===== src/rtl/ps2_pkg.sv =====
// PS/2 keyboard shared definitions: scan codes, receiver states and
// Scan Code Set 2 to character translation tables.
`timescale 1ns/1ps
package ps2_pkg;

  localparam logic [7:0] SC_EXT    = 8'hE0;
  localparam logic [7:0] SC_BRK    = 8'hF0;
  localparam logic [7:0] SC_LSHIFT = 8'h12;
  localparam logic [7:0] SC_RSHIFT = 8'h59;
  localparam logic [7:0] SC_CTRL   = 8'h14;
  localparam logic [7:0] SC_CAPS   = 8'h58;

  localparam logic [7:0] SC_UP     = 8'h75;
  localparam logic [7:0] SC_DOWN   = 8'h72;
  localparam logic [7:0] SC_LEFT   = 8'h6B;
  localparam logic [7:0] SC_RIGHT  = 8'h74;

  localparam logic [7:0] CH_UP     = 8'h80;
  localparam logic [7:0] CH_DOWN   = 8'h81;
  localparam logic [7:0] CH_LEFT   = 8'h82;
  localparam logic [7:0] CH_RIGHT  = 8'h83;

  typedef enum logic [1:0] {
    RX_IDLE,
    RX_DATA,
    RX_PARITY,
    RX_STOP
  } rx_state_e;

  // 00h means "no character" for an unmapped code
  function automatic logic [7:0] sc_plain(input logic [6:0] c);
    case (c)
      7'h1C: return "a";
      7'h32: return "b";
      7'h21: return "c";
      7'h23: return "d";
      7'h24: return "e";
      7'h2B: return "f";
      7'h34: return "g";
      7'h33: return "h";
      7'h43: return "i";
      7'h3B: return "j";
      7'h42: return "k";
      7'h4B: return "l";
      7'h3A: return "m";
      7'h31: return "n";
      7'h44: return "o";
      7'h4D: return "p";
      7'h15: return "q";
      7'h2D: return "r";
      7'h1B: return "s";
      7'h2C: return "t";
      7'h3C: return "u";
      7'h2A: return "v";
      7'h1D: return "w";
      7'h22: return "x";
      7'h35: return "y";
      7'h1A: return "z";
      7'h45: return "0";
      7'h16: return "1";
      7'h1E: return "2";
      7'h26: return "3";
      7'h25: return "4";
      7'h2E: return "5";
      7'h36: return "6";
      7'h3D: return "7";
      7'h3E: return "8";
      7'h46: return "9";
      7'h0E: return 8'h60;
      7'h4E: return "-";
      7'h55: return "=";
      7'h5D: return 8'h5C;
      7'h54: return "[";
      7'h5B: return "]";
      7'h4C: return ";";
      7'h52: return 8'h27;
      7'h41: return ",";
      7'h49: return ".";
      7'h4A: return "/";
      7'h29: return 8'h20;
      7'h5A: return 8'h0D;
      7'h66: return 8'h08;
      7'h0D: return 8'h09;
      7'h76: return 8'h1B;
      default: return 8'h00;
    endcase
  endfunction

  function automatic logic [7:0] sc_shift(input logic [6:0] c);
    case (c)
      7'h45: return ")";
      7'h16: return "!";
      7'h1E: return "@";
      7'h26: return "#";
      7'h25: return "$";
      7'h2E: return "%";
      7'h36: return "^";
      7'h3D: return "&";
      7'h3E: return "*";
      7'h46: return "(";
      7'h0E: return "~";
      7'h4E: return "_";
      7'h55: return "+";
      7'h5D: return "|";
      7'h54: return "{";
      7'h5B: return "}";
      7'h4C: return ":";
      7'h52: return 8'h22;
      7'h41: return "<";
      7'h49: return ">";
      7'h4A: return "?";
      default: begin
        // letters and control keys: derive from the plain table
        logic [7:0] p;
        p = sc_plain(c);
        if (p >= "a" && p <= "z") return p - 8'h20;
        return p;
      end
    endcase
  endfunction

endpackage


===== src/rtl/ps2_rx.sv =====
// PS/2 line conditioning and 11-bit frame receiver with inter-edge
// timeout; delivers one checked byte per good frame.
`timescale 1ns/1ps
module ps2_rx
  import ps2_pkg::*;
#(
  parameter int TIMEOUT_CYC = 50_000
) (
  input  logic       clk_i,
  input  logic       rst_i,
  input  logic       ps2_clk_i,
  input  logic       ps2_dat_i,
  output logic       byte_valid_o,
  output logic [7:0] byte_o
);

  localparam int TW = $clog2(TIMEOUT_CYC + 1);
  localparam logic [TW-1:0] TMO_LOAD = TW'(TIMEOUT_CYC);

  logic [1:0]    csync_q;
  logic [1:0]    dsync_q;
  logic [7:0]    hist_q;
  logic          filt_q, filt_d;
  rx_state_e     state_q, state_d;
  logic [2:0]    bit_q, bit_d;
  logic [7:0]    sh_q, sh_d;
  logic          par_ok_q, par_ok_d;
  logic [TW-1:0] tmo_q, tmo_d;
  logic          bv_q, bv_d;
  logic [7:0]    byte_q, byte_d;
  logic          dat_s, fall, rise;

  assign dat_s  = dsync_q[1];
  // level flips only once 8 consecutive samples agree
  assign fall   = filt_q & (hist_q == 8'h00);
  assign rise   = ~filt_q & (hist_q == 8'hFF);
  assign filt_d = fall ? 1'b0 : (rise ? 1'b1 : filt_q);

  always_comb begin
    tmo_d = tmo_q;
    if (fall)
      tmo_d = TMO_LOAD;
    else if (state_q != RX_IDLE && tmo_q != '0)
      tmo_d = tmo_q - 1'b1;
  end

  always_comb begin
    state_d  = state_q;
    bit_d    = bit_q;
    sh_d     = sh_q;
    par_ok_d = par_ok_q;
    bv_d     = 1'b0;
    byte_d   = byte_q;
    unique case (state_q)
      RX_IDLE: begin
        if (fall && !dat_s) begin
          state_d = RX_DATA;
          bit_d   = 3'd0;
        end
      end
      RX_DATA: begin
        if (fall) begin
          sh_d  = {dat_s, sh_q[7:1]};
          bit_d = bit_q + 3'd1;
          if (bit_q == 3'd7) state_d = RX_PARITY;
        end
      end
      RX_PARITY: begin
        if (fall) begin
          par_ok_d = ^{sh_q, dat_s};
          state_d  = RX_STOP;
        end
      end
      RX_STOP: begin
        if (fall) begin
          state_d = RX_IDLE;
          if (dat_s && par_ok_q) begin
            bv_d   = 1'b1;
            byte_d = sh_q;
          end
        end
      end
      default: state_d = RX_IDLE;
    endcase
    if (state_q != RX_IDLE && !fall && tmo_q == '0)
      state_d = RX_IDLE;
  end

  always_ff @(posedge clk_i) begin
    if (rst_i) begin
      csync_q  <= 2'b11;
      dsync_q  <= 2'b11;
      hist_q   <= 8'hFF;
      filt_q   <= 1'b1;
      state_q  <= RX_IDLE;
      bit_q    <= 3'd0;
      sh_q     <= 8'h00;
      par_ok_q <= 1'b0;
      tmo_q    <= '0;
      bv_q     <= 1'b0;
      byte_q   <= 8'h00;
    end else begin
      csync_q  <= {csync_q[0], ps2_clk_i};
      dsync_q  <= {dsync_q[0], ps2_dat_i};
      hist_q   <= {hist_q[6:0], csync_q[1]};
      filt_q   <= filt_d;
      state_q  <= state_d;
      bit_q    <= bit_d;
      sh_q     <= sh_d;
      par_ok_q <= par_ok_d;
      tmo_q    <= tmo_d;
      bv_q     <= bv_d;
      byte_q   <= byte_d;
    end
  end

  assign byte_valid_o = bv_q;
  assign byte_o       = byte_q;

endmodule


===== src/rtl/ps2_keyboard.sv =====
// PS/2 keyboard front end: frame receiver plus Set 2 decoder with
// modifier/prefix tracking and a one-cycle character strobe.
`timescale 1ns/1ps
module ps2_keyboard
  import ps2_pkg::*;
#(
  parameter int CLK_HZ      = 25_000_000,
  parameter int TIMEOUT_CYC = CLK_HZ / 500
) (
  input  logic       clock,
  input  logic       reset,
  input  logic       ps2_clk,
  input  logic       ps2_dat,
  output logic       kdone,
  output logic [7:0] ascii
);

  logic       rx_valid;
  logic [7:0] rx_byte;

  ps2_rx #(
    .TIMEOUT_CYC(TIMEOUT_CYC)
  ) u_rx (
    .clk_i       (clock),
    .rst_i       (reset),
    .ps2_clk_i   (ps2_clk),
    .ps2_dat_i   (ps2_dat),
    .byte_valid_o(rx_valid),
    .byte_o      (rx_byte)
  );

  logic       ext_q, ext_d;
  logic       brk_q, brk_d;
  logic       lsh_q, lsh_d;
  logic       rsh_q, rsh_d;
  logic       ctrl_q, ctrl_d;
  logic       caps_q, caps_d;
  logic       kdone_q, kdone_d;
  logic [7:0] ascii_q, ascii_d;
  logic [7:0] lo, hi, ch;
  logic       shift, is_let;

  always_comb begin
    shift  = lsh_q | rsh_q;
    lo     = rx_byte[7] ? 8'h00 : sc_plain(rx_byte[6:0]);
    hi     = rx_byte[7] ? 8'h00 : sc_shift(rx_byte[6:0]);
    is_let = (lo >= "a") && (lo <= "z");
    ch     = 8'h00;
    if (ext_q) begin
      case (rx_byte)
        SC_UP:    ch = CH_UP;
        SC_DOWN:  ch = CH_DOWN;
        SC_LEFT:  ch = CH_LEFT;
        SC_RIGHT: ch = CH_RIGHT;
        default:  ch = 8'h00;
      endcase
    end else if (is_let) begin
      ch = (shift ^ caps_q) ? hi : lo;
      if (ctrl_q) ch = ch & 8'h1F;
    end else begin
      ch = shift ? hi : lo;
    end
  end

  always_comb begin
    ext_d   = ext_q;
    brk_d   = brk_q;
    lsh_d   = lsh_q;
    rsh_d   = rsh_q;
    ctrl_d  = ctrl_q;
    caps_d  = caps_q;
    kdone_d = 1'b0;
    ascii_d = ascii_q;
    if (rx_valid) begin
      unique case (1'b1)
        rx_byte == SC_EXT: ext_d = 1'b1;
        rx_byte == SC_BRK: brk_d = 1'b1;
        default: begin
          ext_d = 1'b0;
          brk_d = 1'b0;
          unique case (1'b1)
            rx_byte == SC_CTRL:             ctrl_d = !brk_q;
            !ext_q && rx_byte == SC_LSHIFT: lsh_d  = !brk_q;
            !ext_q && rx_byte == SC_RSHIFT: rsh_d  = !brk_q;
            !ext_q && rx_byte == SC_CAPS: begin
              if (!brk_q) caps_d = !caps_q;
            end
            default: begin
              if (!brk_q && ch != 8'h00) begin
                kdone_d = 1'b1;
                ascii_d = ch;
              end
            end
          endcase
        end
      endcase
    end
  end

  always_ff @(posedge clock) begin
    if (reset) begin
      ext_q   <= 1'b0;
      brk_q   <= 1'b0;
      lsh_q   <= 1'b0;
      rsh_q   <= 1'b0;
      ctrl_q  <= 1'b0;
      caps_q  <= 1'b0;
      kdone_q <= 1'b0;
      ascii_q <= 8'h00;
    end else begin
      ext_q   <= ext_d;
      brk_q   <= brk_d;
      lsh_q   <= lsh_d;
      rsh_q   <= rsh_d;
      ctrl_q  <= ctrl_d;
      caps_q  <= caps_d;
      kdone_q <= kdone_d;
      ascii_q <= ascii_d;
    end
  end

  assign kdone = kdone_q;
  assign ascii = ascii_q;

endmodule

===== config.mk =====
export PLATFORM = sky130hd
export DESIGN_NAME = ps2_keyboard
export DESIGN_NICKNAME = d
export VERILOG_FILES = /design/src/rtl/ps2_pkg.sv /design/src/rtl/ps2_rx.sv /design/src/rtl/ps2_keyboard.sv
export SDC_FILE = /design/constraint.sdc
export NUM_CORES = 1
export LEC_CHECK = 0
export CAP_MARGIN = 30
export CORE_MARGIN = 2
export CORE_UTILIZATION = 45
export CTS_BUF_LIST = sky130_fd_sc_hd__clkbuf_4
export CTS_CLUSTER_SIZE = 8
export DETAILED_ROUTE_END_ITERATION = 16
export PLACE_DENSITY = 0.62
export SLEW_MARGIN = 20
export SYNTH_ARGS = -nofsm -noshare
export SYNTH_HDL_FRONTEND = slang
export SYNTH_SLANG_ARGS = --single-unit

===== constraint.sdc =====
create_clock -name clock -period 3.3 [get_ports clock]
set_clock_uncertainty 0.1 [all_clocks]
set_input_delay 0.66 -clock clock [delete_from_list [all_inputs] [get_ports clock]]
set_output_delay 0.66 -clock clock [all_outputs]
set_load 0.02 [all_outputs]

# Yosys cells after proc, flatten, opt, wreduce, memory -nomap -nowiden
# Memory sizes are Yosys's and may differ from the RTL's. A register that Yosys moved wholly into a read port is not among the register bits.
# Index checks and enable logic that the tools add are counted.
# Widths: inputs -> output; s select.
# totals
mem_bits_ro	1792
mem_count	2
reg_bits	67
out_inout_bits	9
word_cells	163
inputBits	4
# classes
n_bitwise	13
n_reduce_logical	45
add_sub_neg	3
order_cmp	4
n_eq_ne	41
muxes	35
# memory_table
name	depth	width	read_ports	rd_ports_with_merged_regs	wr	line	rtl
(name not given)	128	7	1	1	0	ps2_pkg.sv:32	case (c)
(name not given)	128	7	1	1	0	ps2_pkg.sv:32	
# op_table
cell	n
$pmux 8 s21	1
$eq 7x7->1 const B	12
$mux 8	10
$eq 8x7->1 const B	6
$eq 7x6->1 const B	6
$mux 16	2
$pmux 8 s4	1
$mux 7	4
$eq 8x8->1 const B	3
$reduce_or 21->1	1
$eq 8x5->1 const B	2
$ge 8x7->1 const B	2
$le 8x7->1 const B	2
$logic_not 16->1	1
$reduce_bool 16->1	1
$sub 16x1->16 const B	1
$reduce_and 3->1	5
$eq 7x5->1 const B	2
$logic_and 1x1->1	11
$mux 2	5
$ne 2x1->1 const B	5
$not 1->1	9
$reduce_xor 9->1	1
$logic_not 8->1	1
other kinds (25)	47

# Logic depth before layout (Yosys ltp)
# Gate-level depths: netlist of the first run.
# logic_depth
word_depth	17
mapped_depth	14
mapped_depth_nobuf	12

# By module
# A second synthesis of the first run with hierarchy kept.
# hier_totals
cells_unflattened	610
hier_area_um2	5004.8
# by_module_without_submodules
module	instances	cells_per_inst	seq_area_each_um2	area_each_um2
ps2_keyboard	1	369	300.3	2665.1
ps2_rx	1	241	1041.0	2339.7

# Least setup slack after synthesis of the first run
# No wires, ideal clock.
# synth_timing
path_type	reg2reg
start	reg u_rx.hist_q[5]
end	reg with a tool-made name
path_buffers	3
setup_slack_ns	0.139
required_time_ns	3.078
t_arrival_ns	2.939
stages_incl_launch_ff	13
setup_time_ns	0.122
path_cell_list	dfxtp_1 > nor4_2 > nand4_1 > buf_4 > mux2i_1 > or2_2 > clkbuf_1 > ha_1 > clkbuf_1 > mux4_2 > nand2_1 > o31ai_1 > a311o_1
# synth_rtl
element	line	rtl
from (decl)	ps2_rx.sv:22	logic [7:0] hist_q;
from (signal assigned)	ps2_rx.sv:105	hist_q <= {hist_q[6:0], csync_q[1]};

# Worst setup path after layout of the first run
# layout_timing
start	reg u_rx.byte_q[1], in the netlist u_rx.byte_o[1]
end	reg ascii_q[5], in the netlist ascii[5]
# layout_via
elab_chain_cells	10
# layout_rtl
element	line	rtl
from (decl)	ps2_rx.sv:30	logic [7:0] byte_q, byte_d;
from (signal assigned)	ps2_rx.sv:113	byte_q <= byte_d;
$eq 7x7->1 (tied with other cells)	n/a	
$pmux 8 s21	ps2_pkg.sv:90	case (c)
$mux 8	ps2_keyboard.sv:46	hi = rx_byte[7] ? 8'h00 : sc_shift(rx_byte[6:0]);
$mux 8	ps2_keyboard.sv:58	ch = (shift ^ caps_q) ? hi : lo;
$mux 8	ps2_keyboard.sv:59	if (ctrl_q) ch = ch & 8'h1F;
$mux 8	ps2_keyboard.sv:57	end else if (is_let) begin
$mux 8	ps2_keyboard.sv:49	if (ext_q) begin
$reduce_bool 8->1	ps2_keyboard.sv:89	if (!brk_q && ch != 8'h00) begin
$logic_and 1x1->1	ps2_keyboard.sv:89	
$reduce_and 4->1 (no line)	n/a	
to (signal assigned)	ps2_keyboard.sv:118	ascii_q <= ascii_d;
to (decl)	ps2_keyboard.sv:39	logic [7:0] ascii_q, ascii_d;
# Several ways; a longest one is shown, not always the timed one.
# A chain may end at the register's enable or synchronous reset.

==> run summary, run 1 <==
outcome: complete, no violations
Worst path top cell family by delay: simple AND/OR/NAND/NOR gates
Hold Path Depth: 1
I/O pin count: 13
CP cell instances: or4b_2, a31oi_2, or4_4, o21ai_1, o211ai_1, nor4b_4, nand4_4, o221ai_2
sequential fraction of the synthesis area: 27.81%
cells on worst reg2reg path: 8
clock-pin slew on the worst setup and hold paths: 0.15 ns
GRT Residual Overflow: 0
number of enable flip-flop cells after synthesis: 0
DR vias: 5230
die area: 0.01273 mm2
worst hold start: u_rx.dsync_q[0]
number of synthesis warnings: 0
Yosys reg bits: 74
CP Launch Type: flop
GRT Util Overall: 23.76%
# DRC: 0
I/O Buffers: 12
Total Nets Final: 724
Max transition margin: 52.01%
Critical Path RT: 3.56 ns
pin count of the biggest net entering global routing: 41
Die W: 112.8 um
worst min-delay path class: flop to flop
first-pass GRT wire length: 24770 um
clock buffer depth: 2
placed instance count: 836
Clk Latency, worst-skew pair: 0.45 ns
placed cell areas: 0.005717 mm2
reg2reg end: ascii[5]
# rows: 39
CTS tree: built
final count of negative-setup-slack endpoints: 0
initial antenna violation count: 1
post-synthesis cell count: 687
top_reg_cell synth: dfxtp_1
Final Cycle Share: 94.87%
H-tree levels: 3
critical path depth: 8
max cap viols: 0
Hold EP: u_rx.dsync_q[1]
Tot Pwr: 0.001735 W
FFs w/ async S/R, synth: 0%
VDD IR max: 0.2900 mV
Starting Density: 46.46%
FMAX: 0.3194 GHz
post-route ant nets: 0
Detailed Place HPWL: 10980 um
Worst EP arrival: 3.39 ns
Slowest-stage cell, CP: or4b_2
vias per std cell: 6.131
syn avg cell area: 7.755 um2
post-synth net total: 707
crit path kind: flop to flop
initial DRC count: 522
Pleak: 2.231 nW
fin. max-slew vios: 0
CP endpoint kind: flop
hold-fix buffers at CTS: 0
Place WS: 0.1915 ns
Cell Area, Synth: 0.005328 mm2
RD Place Congestion: 0.9654
min Tclk post-route: 3.131 ns
routed len/inst: 17.08 um
final wirelength: 14570 um
fin area: 0.005907 mm2
Root Driver: clkbuf_4
Worst R2R Start: u_rx.byte_o[1]
vias in the first global route: 4951
chip height: 112.8 um
worst-path fanout max: 15
drt first pass iters: 5
core area: 0.01147 mm2
CTS Buf Count: 9
Final Hold Fails: 0
R2R setup slack: 0.17 ns
final setup margin: 0.1692 ns
PD cells: 293.8 mW/mm2
synth unique cells: 89
clock sink count: 74
Worst-Margin Slew: 0.7087 ns
unrepaired setup endpoints after global routing: false
area grow syn2layout: 10.87%
Buf/Inv on CP: 0
final cell count without fillers: 853
share of layout cells above drive strength 1: 14.81%
TNS Setup: 0 ns
slowest stage delay, CP: 0.76 ns
fill count: 1116
==> worst max-delay path by stage <==
stage / to / from / slack, ns
final: ascii[5] / u_rx.byte_o[1] / 0.17
after global routing: flop / u_rx.state_q[0] / 0.005
after CTS: flop / u_rx.hist_q[5] / 0.14
after detailed placement: flop / u_rx.hist_q[5] / 0.19
after global placement: flop / u_rx.hist_q[5] / 0.25
after floorplan: flop / u_rx.hist_q[5] / 0.14
==> timing repair <==
action,in CTS,in global routing
gates resized for setup,0,5
buffers inserted,0,0
endpoints found under the hold margin,0,0
endpoints found under the setup margin,0,4
==> power breakdown <==
part,leakage (nW),total (W),internal (W),switching (W)
combinational,1.55,0.000160,0.0000658,0.0000939
clock,0.0870,0.000651,0.000318,0.000333
sequential,0.599,0.000925,0.000911,0.0000137
total,2.23,0.00174,0.00130,0.000440
==> flip-flops by register name (all words and copies together) (netlist names), named ones only <==
register           cells
ascii                  8
brk_q                  1
caps_q                 1
ctrl_q                 1
ext_q                  1
kdone                  1
lsh_q                  1
rsh_q                  1
u_rx.bit_q             3
u_rx.byte_o            8
u_rx.byte_valid_o      1
u_rx.csync_q           2
u_rx.dsync_q           2
u_rx.filt_q            1
u_rx.hist_q            8
u_rx.par_ok_q          1
u_rx.sh_q              8
u_rx.state_q           2
u_rx.tmo_q            16
==> synthesized netlist by cell type, types with 13 or more instances <==
library cell | number | area, um2
dfxtp_1 | 74 | 1481
nor3_1 | 23 | 115.1
mux2i_1 | 13 | 130.1
ha_1 | 16 | 200.2
inv_1 | 26 | 97.59
clkbuf_1 | 31 | 116.4
xnor2_1 | 23 | 201.4
nand2_1 | 67 | 251.5
or2_2 | 21 | 131.4
nor2_1 | 55 | 206.5
a21oi_1 | 42 | 210.2
o21ai_0 | 24 | 120.1
nand3_1 | 31 | 155.2
==> cells by family (layout without fill, tap and decap cells) <==
kind of cell,after synthesis,in the layout,synth area share (%)
AND/OR/NAND/NOR,301,301,30.88
AO/OA/AOI/OAI,173,173,22.99
buffers and inverters,76,98,6.106
flip-flops,74,74,27.81
XOR/XNOR,31,31,5.096
adder cells (fa/ha/maj),16,16,3.758
multiplexers,16,16,3.358
other,0,1,0
==> area by class of cell <==
type / instances / area (um2) / share of cell area, %
Antenna cell: 1 / 2.502 / 0.04236
Clock buffer: 10 / 75.07 / 1.271
Clock inverter: 6 / 90.09 / 1.525
Inverter: 28 / 105.1 / 1.779
Multi-Input combinational cell: 537 / 3541 / 59.94
Sequential cell: 74 / 1484 / 25.12
Tap cell: 143 / 178.9 / 3.029
Timing Repair Buffer: 54 / 430.4 / 7.287
==> placed cells by master (no fill, tap or decap), types with 9 or more instances in the layout <==
master	count
nand3_1	31
ha_1	16
clkdlybuf4s50_1	11
nor4_1	9
nand2b_1	12
nor2b_1	11
nor2_1	55
nand2_1	67
mux2i_1	13
a31oi_1	9
dfxtp_1	72
or2_2	21
clkbuf_4	10
nand4_1	11
a21oi_1	42
nor3_1	22
xnor2_1	23
inv_1	26
buf_4	42
o21ai_0	24
==> layer usage <==
metal  track usage, %  vias up  part of all wire (%)
met3            4.285       43                   4.9
met1            31.56     2460                    46
met5                0        -                     0
met2            37.80      156                    46
li1                 -     2571                     -
met4            10.57        0                   3.4
==> stage by stage <==
stage | util (%) | hold WS [ns]
floorplan | - | 0.2895
global placement | 49.85 | 0.2927
detailed placement | 49.85 | 0.2958
CTS | 51.29 | 0.3254
global route | 51.51 | 0.3382
finish | 51.51 | 0.3078
Power figures use the tool's default switching activity.
==> run 2, diff against run 1 <==
Settings changed: CTS_CLUSTER_DIAMETER set to 120, GPL_ROUTABILITY_DRIVEN set to 0.
==> run 2 against run 1 <==
  * Global-route usage fell by 0.75 points
  * Combinational power about the same
  * Non-clock buffer count shrank 5
  * Final cell count decreased by 0.70%
  * Largest cell class unchanged
  * Highest routed layer unchanged
==> run summary, run 2 (synthesis results as in run 1) <==
GRT Residual Overflow: 0 (unchanged)
I/O pin count: 13 (unchanged)
Slowest-stage cell, CP: mux4_2 (was or4b_2)
R2R setup slack: 0.13 ns (was 0.17 ns)
core area: 0.01147 mm2 (unchanged)
Place WS: 0.1917 ns (was 0.1915 ns)
drt first pass iters: 6 (was 5)
WL met3: 860 um (was 718 um)
Root Driver: clkbuf_4 (unchanged)
chip height: 112.8 um (unchanged)
crit path launch: u_rx.state_q[0] (was u_rx.byte_o[1])
CP cell instances: ha_1, and3_1, nand4_1, buf_4, mux2i_1, or2_2, clkinv_1, ha_2, mux4_2, nand2_1, o31ai_1, a311o_1 (was or4b_2, a31oi_2, or4_4, o21ai_1, o211ai_1, nor4b_4, nand4_4, o221ai_2)
Tot Pwr: 0.001547 W (was 0.001735 W)
Max transition margin: 53.14% (was 52.01%)
leading cell types in the layout, fill and taps excluded: 71 x dfxtp_1, 67 x nand2_1, 55 x nor2_1, 42 x a21oi_1, 37 x buf_4 (was 72 x dfxtp_1, 67 x nand2_1, 55 x nor2_1, 42 x a21oi_1, 42 x buf_4)
initial antenna violation count: 1 (unchanged)
routed len/inst: 16.96 um (was 17.08 um)
first-pass GRT wire length: 24400 um (was 24770 um)
# DRC: 0 (unchanged)
VDD IR max: 0.2222 mV (was 0.2900 mV)
vias per std cell: 6.233 (was 6.131)
share of layout cells above drive strength 1: 14.08% (was 14.81%)
Die W: 112.8 um (unchanged)
Final Hold Fails: 0 (unchanged)
DR vias: 5279 (was 5230)
Final Cycle Share: 96.05% (was 94.87%)
Worst R2R Start: u_rx.state_q[0] (was u_rx.byte_o[1])
CP Launch Type: flop (unchanged)
CP endpoint kind: flop (unchanged)
# rows: 39 (unchanged)
initial DRC count: 609 (was 522)
clock buffer depth: 2 (unchanged)
Met2 Wirelength: 6604 um (was 6708 um)
Starting Density: 46.46% (unchanged)
final wirelength: 14370 um (was 14570 um)
Pleak: 2.174 nW (was 2.231 nW)
final count of negative-setup-slack endpoints: 0 (unchanged)
commonest non-fill, non-tap cell in the layout: dfxtp_1 (unchanged)
Met1 Wirelength: 6434 um (was 6649 um)
final hold slack: 0.3344 ns (was 0.3078 ns)
outcome: complete, no violations (unchanged)
Worst EP arrival: 3.36 ns (was 3.39 ns)
CTS Buf Count: 9 (unchanged)
fin. max-slew vios: 0 (unchanged)
die area: 0.01273 mm2 (unchanged)
min Tclk post-route: 3.170 ns (was 3.131 ns)
Worst-Margin Slew: 0.6920 ns (was 0.7087 ns)
max cap viols: 0 (unchanged)
FMAX: 0.3155 GHz (was 0.3194 GHz)
I/O Buffers: 12 (unchanged)
Largest register FFs: 16 (unchanged)
fill count: 1114 (was 1116)
GRT Util Overall: 23.01% (was 23.76%)
pin count of the biggest net entering global routing: 48 (was 41)
clock-pin slew on the worst setup and hold paths: 0.12 ns (was 0.15 ns)
clock sink count: 74 (unchanged)
vias in the first global route: 5002 (was 4951)
area grow syn2layout: 9.018% (was 10.87%)
CTS tree: built (unchanged)
Top reg by flops: u_rx.tmo_q (unchanged)
cells on worst reg2reg path: 12 (was 8)
Clk Latency, worst-skew pair: 0.42 ns (was 0.45 ns)
slowest stage delay, CP: 0.45 ns (was 0.76 ns)
worst min-delay path class: flop to flop (unchanged)
Critical Path RT: 3.49 ns (was 3.56 ns)
Total Nets Final: 719 (was 724)
crit path kind: flop to flop (unchanged)
PD cells: 266.4 mW/mm2 (was 293.8 mW/mm2)
Core Util, Final: 50.65% (was 51.51%)
final setup margin: 0.1305 ns (was 0.1692 ns)
DR top layer: met4 (unchanged)
worst-path fanout max: 11 (was 15)
post-route ant nets: 0 (unchanged)
H-tree levels: 3 (unchanged)
Detailed Place HPWL: 10670 um (was 10980 um)
==> run 2: cell types whose count changed in the layout (fill, tap and decap cells not counted), sizes merged <==
cell    previous run  this run
bufinv             2         0
buf               43        38
clkinv             3         5
clkbuf            10         9
==> run 2: area by class of cell <==
| type | instances | area, um2 | share of cell area, % |
|---|---|---|---|
| Multi-Input combinational cell | 537 | 3542 | 60.99 |
| Sequential cell | 74 | 1485 | 25.57 |
| Timing Repair Buffer | 49 | 392.9 | 6.764 |
| Tap cell | 143 | 178.9 | 3.081 |
| Inverter | 28 | 105.1 | 1.810 |
| Clock buffer | 9 | 67.56 | 1.163 |
| Clock inverter | 6 | 33.78 | 0.5816 |
| Antenna cell | 1 | 2.502 | 0.04308 |
==> run 2: critical path: cells and delay by family (launching register included) <==
family                     cells  cell delay [ns]
muxes                          2             0.72
DFF                            1             0.36
adders and majority gates      2             0.48
buffers and inverters          2             0.41
and+or+nand+nor                4             0.55
AOI/OAI and AO/OA              2             0.42
==> run 2: worst min-delay path by stage <==
stage	startpoint	end	slack, ns	cells past startpoint
after global routing	u_rx.csync_q[1]	u_rx.hist_q[0]	0.35	1
after CTS	u_rx.dsync_q[0]	u_rx.dsync_q[1]	0.34	1
after global placement	u_rx.csync_q[0]	u_rx.csync_q[1]	0.29	1
after detailed placement	u_rx.csync_q[0]	u_rx.csync_q[1]	0.30	1
final	u_rx.dsync_q[0]	u_rx.dsync_q[1]	0.33	1
after floorplan	u_rx.csync_q[0]	u_rx.csync_q[1]	0.29	1
==> run 2: routing by layer <==
| layer | track usage [%] | vias to the layer above |
|---|---|---|
| met5 | 0 | - |
| met4 | 10.33 | 0 |
| met3 | 3.428 | 41 |
| met2 | 36.97 | 211 |
| met1 | 30.67 | 2466 |
| li1 | - | 2561 |
==> run 2: metrics by stage <==
| stage | std cells | cell area, um2 | TNS [ns] |
|---|---|---|---|
| global route | 847 | 5808 | -0.02424 |
| CTS | 846 | 5781 | 0 |
| global placement | 831 | 5679 | 0 |
| detailed placement | 831 | 5679 | 0 |
| finish | 847 | 5808 | 0 |
| floorplan | 687 | 5328 | 0 |
==> run 2: what timing repair did <==
| item | CTS | global route |
|---|---|---|
| buffers inserted | 0 | 0 |
| resized for setup | 0 | 7 |
| hold buffers | 0 | 0 |
| endpoints found under the setup margin | 0 | 7 |
==> run 2: where the power goes <==
part | leakage [nW] | switching, W | internal [W]
Sequential | 0.599 | 0.0000137 | 0.000912
Combinational | 1.52 | 0.0000941 | 0.0000655
Clock | 0.0570 | 0.000316 | 0.000146
==> run 3, diff against run 2 <==
Settings changed: MAX_ROUTING_LAYER set to met4.
==> run 3 against run 2 <==
  * Worst hold slack about the same
  * Sequential share of layout area is the same
  * Register-to-register slack improved by 0.02 ns
  * Fmax grew 0.62%
  * Via count is 0.19% higher
  * Global-route usage grew 0.68 points
  * Highest routed layer unchanged
  * Die area did not move
  * Final area did not move
  * Core utilization unchanged
  * Non-clock buffer count unchanged
  * First-iteration DRC count up 8.9%
  * Power about the same
==> run summary, run 3 (synthesis results as in run 1) <==
Worst path top cell family by delay: multiplexers (unchanged)
CP endpoint kind: flop (unchanged)
Largest register FFs: 16 (unchanged)
GRT Residual Overflow: 0 (unchanged)
Starting Density: 46.46% (unchanged)
Critical Path RT: 3.49 ns (about the same)
Slowest-stage cell, CP: mux4_2 (unchanged)
area grow syn2layout: 9.018% (unchanged)
H-tree levels: 3 (unchanged)
Worst R2R Start: u_rx.state_q[0] (unchanged)
max cap viols: 0 (unchanged)
Die W: 112.8 um (unchanged)
clock buffer depth: 2 (unchanged)
Setup Buffers After CTS: 0 (unchanged)
I/O pin count: 13 (unchanged)
share of layout cells above drive strength 1: 14.08% (unchanged)
worst min-delay path class: flop to flop (unchanged)
Root Driver: clkbuf_4 (unchanged)
pin count of the biggest net entering global routing: 48 (unchanged)
initial antenna violation count: 1 (unchanged)
final count of negative-setup-slack endpoints: 0 (unchanged)
R2R setup slack: 0.15 ns (was 0.13 ns)
CP Launch Type: flop (unchanged)
GRT Util Overall: 23.69% (was 23.01%)
FF/Latch Area: 0.001485 mm2 (unchanged)
post-route ant nets: 0 (unchanged)
initial DRC count: 663 (was 609)
routed len/inst: 16.86 um (was 16.96 um)
# DRC: 0 (unchanged)
worst-path fanout max: 11 (unchanged)
worst hold start: u_rx.dsync_q[0] (unchanged)
Final Cycle Share: 95.46% (was 96.05%)
Worst-Margin Slew: 0.6799 ns (was 0.6920 ns)
VDD IR max: 0.2227 mV (was 0.2222 mV)
placed cell areas: 0.005679 mm2 (unchanged)
die area: 0.01273 mm2 (unchanged)
Final Hold Fails: 0 (unchanged)
Total Nets Final: 719 (unchanged)
Worst EP arrival: 3.34 ns (was 3.36 ns)
commonest non-fill, non-tap cell in the layout: dfxtp_1 (unchanged)
area occupied by multi-input gates: 0.003542 mm2 (unchanged)
clock sink count: 74 (unchanged)
final wirelength: 14280 um (was 14370 um)
Buf/Inv on CP: 2 (unchanged)
Detailed Place HPWL: 10670 um (unchanged)
PD cells: 266.2 mW/mm2 (was 266.4 mW/mm2)
CTS Buf Count: 9 (unchanged)
leading cell types in the layout, fill and taps excluded: 71 x dfxtp_1, 67 x nand2_1, 55 x nor2_1, 42 x a21oi_1, 37 x buf_4 (unchanged)
chip height: 112.8 um (unchanged)
drt first pass iters: 8 (was 6)
DR vias: 5289 (was 5279)
Max transition margin: 53.96% (was 53.14%)
first-pass GRT wire length: 24360 um (was 24400 um)
fin. max-slew vios: 0 (unchanged)
vias per std cell: 6.244 (was 6.233)
final cell count without fillers: 847 (unchanged)
fill count: 1114 (unchanged)
I/O Buffers: 12 (unchanged)
cells on worst reg2reg path: 12 (unchanged)
fin area: 0.005808 mm2 (unchanged)
Pleak: 2.174 nW (unchanged)
Hold EP: u_rx.dsync_q[1] (unchanged)
outcome: complete, no violations (unchanged)
CTS tree: built (unchanged)
CP cell instances: ha_1, and3_1, nand4_1, buf_4, mux2i_1, or2_2, clkinv_1, ha_2, mux4_2, nand2_1, o31ai_1, a311o_1 (unchanged)
placed instance count: 831 (unchanged)
Top reg by flops: u_rx.tmo_q (unchanged)
crit path kind: flop to flop (unchanged)
Clk Latency, worst-skew pair: 0.42 ns (about the same)
core area: 0.01147 mm2 (unchanged)
FMAX: 0.3175 GHz (was 0.3155 GHz)
vias in the first global route: 4985 (was 5002)
Hold Path Depth: 1 (unchanged)
# rows: 39 (unchanged)
min Tclk post-route: 3.150 ns (was 3.170 ns)
slowest stage delay, CP: 0.45 ns (about the same)
clock-pin slew on the worst setup and hold paths: 0.13 ns (was 0.12 ns)
## run 3: worst max-delay path by stage
| stage | startpoint | endpoint | slack [ns] | cells past startpoint |
|---|---|---|---|---|
| floorplan | u_rx.hist_q[5] | flop | 0.14 | 12 |
| global placement | u_rx.hist_q[5] | flop | 0.27 | 11 |
| detailed placement | u_rx.byte_o[3] | ascii[5] | 0.19 | 10 |
| CTS | u_rx.state_q[0] | flop | 0.10 | 12 |
| global route | u_rx.state_q[0] | flop | -0.02 | 12 |
| finish | u_rx.state_q[0] | flop | 0.15 | 12 |
## run 3: where the power goes
group	switching (W)	internal (W)
Clock	0.000314	0.000146
Sequential	0.0000138	0.000912
Combinational	0.0000941	0.0000655
Total	0.000422	0.00112
## run 3: routing by layer
metal | track usage (%) | vias to the layer above | wire length (um)
met5 | - | - | 0
met4 | 10.00 | 0 | 418
met3 | 3.374 | 45 | 853
met2 | 37.05 | 236 | 6653
met1 | 30.77 | 2449 | 6356
li1 | - | 2559 | -
## run 3: layout make-up
cell class | instances | area share (%)
multi-input cells | 537 | 60.99
clock inverters | 6 | 0.5816
repair buffers | 49 | 6.764
well taps | 143 | 3.081
clock buffers | 9 | 1.163
inverters | 28 | 1.810
diodes | 1 | 0.04308
flip-flops and latches | 74 | 25.57
## run 3: stage by stage
step                      total power [W]  utilization [%]  hold slack, ns  setup TNS (ns)  worst slack (ns)
final                            0.001546            50.65          0.3346               0            0.1499
after global placement           0.001099            49.53          0.2932               0            0.2728
after CTS                        0.001564            50.41          0.3421               0            0.1036
after floorplan                  0.001057                -          0.2895               0            0.1388
after detailed placement         0.001104            49.53          0.3008               0            0.1917
after global routing             0.001625            50.65          0.3476        -0.02422          -0.02422
## run 3: worst register-to-register path, stage by stage (launching register included)
cell and delay, ns:
dfxtp_2 0.36, ha_1 0.21, and3_1 0.18, nand4_1 0.08, buf_4 0.22, mux2i_1 0.27, or2_2 0.20, clkinv_1 0.19
ha_2 0.27, mux4_2 0.45, nand2_1 0.08, o31ai_1 0.06, a311o_1 0.36
## run 3: timing repair
item	CTS	global route
setup endpoints to repair	0	7
hold buffers	0	0
gates resized for setup	0	7
